<file path="config.mk">
export PLATFORM = sky130hd
export DESIGN_NAME = cpu_run_ctrl
export DESIGN_NICKNAME = d
export VERILOG_FILES = /design/src/rtl/cpu_run_ctrl.sv
export SDC_FILE = /design/constraint.sdc
export NUM_CORES = 1
export LEC_CHECK = 0
export ABC_AREA = 1
export CELL_PAD_IN_SITES_DETAIL_PLACEMENT = 0
export CELL_PAD_IN_SITES_GLOBAL_PLACEMENT = 1
export CORE_UTILIZATION = 39
export CTS_BUF_LIST = sky130_fd_sc_hd__clkbuf_2 sky130_fd_sc_hd__clkbuf_4 sky130_fd_sc_hd__clkbuf_8
export DETAILED_ROUTE_END_ITERATION = 12
export PLACE_DENSITY_LB_ADDON = 0.25
export SETUP_SLACK_MARGIN = 0.05
export SLEW_MARGIN = 10
export SYNTH_ARGS = -nofsm -noshare
export SYNTH_HDL_FRONTEND = slang
export SYNTH_SLANG_ARGS = --single-unit
</file>
<file path="constraint.sdc">
create_clock -name i_clk -period 3 [get_ports i_clk]
set_input_delay 0.9 -clock i_clk [delete_from_list [all_inputs] [get_ports i_clk]]
set_output_delay 0.9 -clock i_clk [all_outputs]
set_load 0.03 [all_outputs]
</file>
<file path="src/rtl/cpu_run_ctrl.sv">
`default_nettype none
// ============================================================================
// Module      : cpu_run_ctrl
// Description : Core clock-enable sequencer: halt, full-speed, divided-rate and
//               single-step execution, plus a core halt latch and cycle counter.
// Revision    : 1.0 - initial release
// ============================================================================
module cpu_run_ctrl #(
    parameter int CLK_HZ      = 16_000_000,
    parameter int DIV_WIDTH   = 24,
    parameter int DEFAULT_DIV = 800_000
) (
    input  logic                 i_clk,
    input  logic                 i_rst,
    input  logic [1:0]           i_mode,
    input  logic                 i_div_wr,
    input  logic [DIV_WIDTH-1:0] i_div,
    input  logic                 i_step,
    input  logic                 i_halt_req,
    input  logic                 i_resume,
    output logic                 o_cpu_en,
    output logic                 o_running,
    output logic                 o_halted,
    output logic [31:0]          o_cycle_count,
    output logic                 o_heartbeat
);

    // A non-positive default divider falls back to a 20 Hz rate.
    localparam logic [DIV_WIDTH-1:0] c_reset_div = (DEFAULT_DIV > 0) ?
        DIV_WIDTH'(DEFAULT_DIV) : DIV_WIDTH'(CLK_HZ / 20);

    typedef enum logic [1:0] {
        S_IDLE     = 2'd0,
        S_RUN_FULL = 2'd1,
        S_RUN_DIV  = 2'd2,
        S_STEP     = 2'd3
    } state_t;

    state_t               state_q, state_d;
    logic [DIV_WIDTH-1:0] div_q, div_d;
    logic [DIV_WIDTH-1:0] cnt_q, cnt_d;
    logic [DIV_WIDTH-1:0] w_div_last;
    logic                 step_prev_q;
    logic                 pend_q, pend_d;
    logic                 halt_q, halt_d;
    logic                 en_q, en_d;
    logic                 hb_q;
    logic [31:0]          count_q;

    assign w_div_last = (div_q <= DIV_WIDTH'(1)) ? '0 : div_q - DIV_WIDTH'(1);

    always_comb begin
        halt_d  = i_halt_req | (halt_q & ~i_resume);
        state_d = S_IDLE;
        div_d   = i_div_wr ? i_div : div_q;
        cnt_d   = '0;
        en_d    = 1'b0;
        pend_d  = 1'b0;

        // Using the next halt value lets a resume restart the state one cycle earlier.
        if (!halt_d) begin
            case (i_mode)
                2'd1:    state_d = S_RUN_FULL;
                2'd2:    state_d = S_RUN_DIV;
                2'd3:    state_d = S_STEP;
                default: state_d = S_IDLE;
            endcase
        end

        if (!i_div_wr && (state_q == S_RUN_DIV) && (cnt_q < w_div_last))
            cnt_d = cnt_q + DIV_WIDTH'(1);

        case (state_q)
            S_RUN_FULL: en_d = 1'b1;
            S_RUN_DIV:  en_d = (cnt_q >= w_div_last);
            S_STEP:     en_d = pend_q;
            default:    en_d = 1'b0;
        endcase
        if (i_halt_req)
            en_d = 1'b0;

        // A pending step is consumed by its pulse; edges seen while pending are dropped.
        if (state_d == S_STEP) begin
            if ((state_q == S_STEP) && pend_q)
                pend_d = 1'b0;
            else
                pend_d = pend_q | (i_step & ~step_prev_q);
        end
    end

    always_ff @(posedge i_clk or posedge i_rst) begin
        if (i_rst) begin
            state_q     <= S_IDLE;
            div_q       <= c_reset_div;
            cnt_q       <= '0;
            step_prev_q <= 1'b0;
            pend_q      <= 1'b0;
            halt_q      <= 1'b0;
            en_q        <= 1'b0;
            hb_q        <= 1'b0;
            count_q     <= '0;
        end else begin
            state_q     <= state_d;
            div_q       <= div_d;
            cnt_q       <= cnt_d;
            step_prev_q <= i_step;
            pend_q      <= pend_d;
            halt_q      <= halt_d;
            en_q        <= en_d;
            if (en_q) begin
                hb_q    <= ~hb_q;
                count_q <= count_q + 32'd1;
            end
        end
    end

    assign o_cpu_en      = en_q;
    assign o_running     = (state_q == S_RUN_FULL) || (state_q == S_RUN_DIV);
    assign o_halted      = halt_q;
    assign o_cycle_count = count_q;
    assign o_heartbeat   = hb_q;

endmodule
`default_nettype wire

</file>
## Yosys cells after proc, flatten, opt, wreduce, memory -nomap -nowiden

Cells that the tools add are included.

- Output and inout bits: 36
- Logic and storage cells: 42
- Input bits: 32
- Register bits: 87

- Order comparisons: 3
- Reductions and logical operators: 5
- Mux-type cells: 8
- Add/sub/neg operators: 3
- Bitwise logic cells: 7
- Equal/unequal tests: 7

Operators with widths:

| cell | count |
|---|---|
| 24-bit two-way mux | 2 |
| 32-bit by 1-bit adder with 32-bit output, second input constant | 1 |
| 24-bit by 1-bit adder with 24-bit output, second input constant | 1 |
| 24-bit >= comparator | 1 |
| 24-bit by 1-bit <= comparator with 1-bit output, second input constant | 1 |
| 24-bit less-than comparator | 1 |
| 24-bit by 1-bit subtractor with 24-bit output, second input constant | 1 |
| 2-bit == test, second input constant | 5 |
| 2-bit one-hot mux with 3 select lines | 1 |
| 2-bit by 1-bit == test with 1-bit output, second input constant | 2 |
| 1-bit logical AND | 3 |
| 1-bit two-way mux | 3 |
| 1-bit NOT | 3 |
| 1-bit one-hot mux with 3 select lines | 1 |
| 1-bit AND | 2 |
| 2-bit two-way mux | 1 |
| 1-bit OR | 2 |
| 1-bit zero test | 1 |
| 1-bit logical OR | 1 |

## Depth between registers and ports, before layout

- Depth in word-level cells: 6
- Gate-level depth with buffers: 21
- Depth with buffers taken out: 21

## Worst setup path before layout

Ideal clock, no wire load.

- Path kind: register to register
- Start point: register div_q[0]
- End point: register cnt_q[12]
- Period minus slack after synthesis: 2655 ps
- Cell stages (with the launch flop): 20
- Data arrival time: 2533 ps
- Path buffers: 1
- Required time: 2879 ps
- Slack: 345 ps
- Library setup time: 121 ps
- Cells stage by stage: dfrtp_1 inv_1 ha_1 nand2_2 nor2_2 nand2_2 nor2_2 nand2_2 nor3_2 or2_2 nand3_1 ha_1 nand2_1 nor2_1 nand2_1 nor2_1 nand2_1 nand4_1 buf_2 nor2_1

- Cells in the longest elaborated chain, start to end: 5
- Elaborated cells on any way between the ends: 6
- Classes of those cells: add/sub: 1; order compare: 2; mux: 2; reduce/logical: 1

RTL lines:

| element | line | RTL |
|---|---|---|
| start: declaration | 40 | `logic [DIV_WIDTH-1:0] div_q, div_d;` |
| start signal: assignment | 94 | `div_q <= c_reset_div;` |
| start signal: assignment | 104 | `div_q <= div_d;` |
| 24-bit by 1-bit subtractor with 24-bit output or 24-bit by 1-bit <= comparator with 1-bit output (tied branches) | 50 | `assign w_div_last = (div_q <= DIV_WIDTH'(1)) ? '0 : div_q - DIV_WIDTH'(1);` |
| 24-bit two-way mux (*) | 50 |  |
| 24-bit less-than comparator (*) | 70 | `if (!i_div_wr && (state_q == S_RUN_DIV) && (cnt_q < w_div_last))` |
| 1-bit logical AND (*) | 70 |  |
| 24-bit two-way mux (*) | 70 |  |
| via cnt_d[12] | 41 | `logic [DIV_WIDTH-1:0] cnt_q, cnt_d;` |
| end signal: assignment | 105 | `cnt_q <= cnt_d;` |
| end: declaration | 41 |  |

The timed path passes the listed nets; every way through them passes the cells marked *.
A chain may end at the register's enable or synchronous reset.

## Final worst setup path

- Start point: register div_q[19]
- End point: register cnt_q[6]

The elaborated chain is that of the path after synthesis.

==> summary.md <==
| Metric | Value |
|---|---|
| Worst path slowest cell | dfstp_2 |
| Layout cell share with drive strength beyond 1 | 0.161 |
| Die Ht | 119 um |
| Core ar. | 13300 um2 |
| Pwr/cell area | slightly above 400 nW/um2 |
| Layout net count | roughly 830 |
| Post-synth top cells | 151 x nand2_1, 95 x inv_1, 93 x nor2_1 |
| Top-count cell post-synth | nand2_1 |
| DR WL/cell | 13.0 um |
| VDD IR max | 0.307 mV |
| CTS tree | done |
| Clock latency on the worst-skew pair | approximately 0.38 ns |
| Endpoint type of the worst setup path | register |
| Synth Flop Type | dfrtp_1 |
| Number of diodes | 0 |
| Async S/R FF share, synth | 1.00 |
| Critical path type | register to register |
| Post-Layout Inst Area | 6930 um2 |
| Final hold vios | 0 |
| Slew @ Worst Pin | 0.472 ns |
| YS warnings | 0 |
| DP Area | ~6300 um2 |
| Cell-internal power | between 2000 and 2500 uW |
| Yosys reg bits | between 80 and 90 |
| Initial DRC Count | 180 |
| Area delta synth->final | 29.7% |
| Fmax | about 350 MHz |
| Max stage delay on crit path | 0.58 ns |
| Seq pwr share | 0.469 |
| Gr usage total | 0.182 |
| Final period utilization | 0.953 |
| Drt first pass iters | 4 |
| Cell Chain, Critical Path | nor2_2 > and2_1 > and3_4 > nand2_1 > inv_2 > nand2_4 > buf_6 > nand3_1 > ha_4 > nand2_1 > nor2_1 > nand2_1 > nor2_2 > nand2_1 > nand4_1 > buf_6 > buf_6 > nor2_1 |
| Clk pwr share | 0.339 |
| Drt total wl | between 10000 and 15000 um |
| Hold Path Class | register to register |
| Largest net degree at the start of global routing | 88 |
| Synth area leaders | dfrtp_1 38%, nand2_1 11%, ha_1 7.0% |
| CP most frequent cell | nand2_1 |
| Post-synthesis cell count | 681 |
| Synth Net Count | about 740 |
| Clk sinks | 87 |
| Post-synth EDFFs | 0 |
| Synthesized cell area | 5340 um2 |
| Drt via density | around 4.8 |
| Pleak | between 0.003 and 0.004 uW |
| Starting Density | 0.402 |
| CTS H-Tree Depth | 3 |
| Critical Path RT | 3.26 ns |
| Startpoint Class | register |
| CP arrival | 3.12 ns |
| Reg area | 2190 um2 |
| Min cycle time layout | 2.86 ns |
| Port bufs | 67 |
| Max-Cap Viols | 0 |
| Vias in the first global route | 4388 |
| Post-synth top area share | 0.379 |
| Critical path peak fanout | 9 |
| RSZ-0062 raised after global routing | yes |
| Hold_buf cts | 0 |
| Root Buffer | clkbuf_8 |
| Placer Congestion | between 0.8 and 0.9 |
| Boundary pin count | 68 |
| Average size of a mapped cell | 7.85 um2 |
| CTS buffer count | 9 |
| Detail Placement HPWL | 9310 um |
| Net Sw Frac | 0.295 |
| First-pass GRT wire length | ~20000 um |
| Max Slew Vio Count | 0 |
| Clock buffer depth | 2 |
| # DRC | 0 |
| Post-synthesis sequential area ratio | 0.409 |
| Gr ovfl total | 0 |
| Post-synth cell types | 42 |
| Die width | 119 um |
| Placement row count | 42 |
| Initial antenna violation count | 0 |
| Post-route antenna net violation count | 0 |
| Logic pwr share | 0.192 |
| Slew margin rel. | 0.685 |
| Fin util | 0.521 |
| Vias | 4550 |
| DP Cell Count | 921 |
| Total chip power | 2840 uW |
| Final non-filler cell total | 953 |
| Setup-failing EPs final | 0 |
| Die area | around 14000 um2 |
| Outcome | complete, no violations |
| Reg clk slew, reported paths | about 0.090 ns |
| Psw | around 840 uW |
| Synth area leader | dfrtp_1 |
| Footprint of the multi-input gates | 3030 um2 |
| Number of fill cells | 1268 |
| Clk_skew | approximately 0.012 ns |
-- cell usage in the layout, fill, tap and decap left out, types with 2 or more instances in the layout --
cell type,Yosys,routed
nand3_4,1,2
dfrtp_2,0,3
nand4_1,16,16
clkdlybuf4s50_1,0,67
nor2_4,3,11
nand2_1,151,140
nand2_2,8,14
nor3_1,17,17
buf_4,1,15
o21ai_0,32,31
clkinv_4,0,2
nor3b_1,2,2
nor3_4,2,2
nor2_2,9,14
nand3_1,38,33
xor2_1,40,40
clkbuf_8,0,11
xnor2_1,9,9
buf_6,0,4
ha_4,0,5
dfstp_2,6,6
dfrtp_1,81,78
nand2_4,1,6
and2_1,2,2
inv_2,0,5
a21o_1,2,2
buf_12,0,2
mux2_2,3,3
nor3_2,2,2
nor4_1,5,4
a21oi_1,10,10
ha_1,30,25
inv_1,95,89
nand3_2,0,4
bufinv_16,0,2
nor2_1,93,80
-- layer usage --
layer | track usage | routed length [um] | vias up
li1 | - | - | 2349
met1 | 0.249 | 6060 | 2109
met2 | 0.282 | 5680 | 76
met3 | 0.0268 | 387 | 16
met4 | 0.0847 | 273 | 0
met5 | 0 | 0 | -
-- critical path, delay by kind of cell, from the launching register on --
| family | cells | cell delay, ns |
|---|---|---|
| flip-flops | 1 | 0.58 |
| buffers and inverters | 4 | 0.49 |
| AND/OR/NAND/NOR | 13 | 1.34 |
| adder cells (fa/ha/maj) | 1 | 0.32 |
-- sequential cells by signal (all words and copies together) (netlist names) --
register and count:
pend_q 1, o_heartbeat 1, o_halted 1, cnt_q 24
o_cycle_count 32, div_q 24, step_prev_q 1, state_q 2
o_cpu_en 1
-- cell families (layout without fill, tap and decap cells) --
group,after synthesis,after routing,share of synthesized area
buf+inv,104,200,0.0745
compound gates,50,50,0.0508
simple gates,357,357,0.306
mux,3,3,0.00632
flops,87,87,0.409
fa+ha+maj,30,30,0.0702
xor+xnor,50,50,0.0834
-- power by group through the flow --
stage	Clock, uW	Combinational, uW	Sequential [uW]
2_1_floorplan	0	237	1400
3_3_place_gp	0	478	1350
3_5_place_dp	0	485	1350
4_1_cts	992	488	1330
5_1_grt	1030	607	1340
6_report	963	545	1330
-- timing repair --
action / in CTS / in global routing
buffers inserted: 0 / 14
gates resized for setup: 0 / 70
hold endpoints to repair: 0 / 0
setup endpoints to repair: 0 / 25
-- path summary, 6_finish.rpt --
| check | startpoint | depth (start not counted) | endpoint | slack, ns |
|---|---|---|---|---|
| setup / recovery | div_q[19]$_DFFE_PP1P_ | 18 | cnt_q[6]$_DFF_PP0_ | 0.14 |
| hold / removal | o_cycle_count[31]$_DFFE_PP0P_ | 1 | o_cycle_count[31]$_DFFE_PP0P_ | 0.47 |
| setup reg to reg | div_q[19]$_DFFE_PP1P_ | 18 | cnt_q[6]$_DFF_PP0_ | 0.14 |
| hold reg to reg | o_cycle_count[31]$_DFFE_PP0P_ | 1 | o_cycle_count[31]$_DFFE_PP0P_ | 0.47 |
| max in group asynchronous | i_rst | 3 | div_q[10]$_DFFE_PP1P_ | 1.60 |
| min in group asynchronous | i_rst | 3 | o_cycle_count[30]$_DFFE_PP0P_ | 0.99 |
-- stage by stage --
stage | worst slack, ns | hold WS [ns] | setup TNS, ns
3_3_place_gp | 0.108 | 0.455 | 0
2_1_floorplan | 0.345 | 0.455 | 0
5_1_grt | -0.0395 | 0.485 | -0.432
6_report | 0.142 | 0.470 | 0
4_1_cts | 0.0614 | 0.479 | 0
3_5_place_dp | 0.103 | 0.464 | 0
-- layout make-up --
class / instances / share of cell area
clock inverter: 4 / 0.0112
tap: 176 / 0.0318
inverter: 95 / 0.0520
clock buffer: 12 / 0.0229
sequential: 87 / 0.316
multi-input combinational: 490 / 0.437
timing repair buffer: 89 / 0.129
No activity file was read; power rests on OpenSTA's default activity.
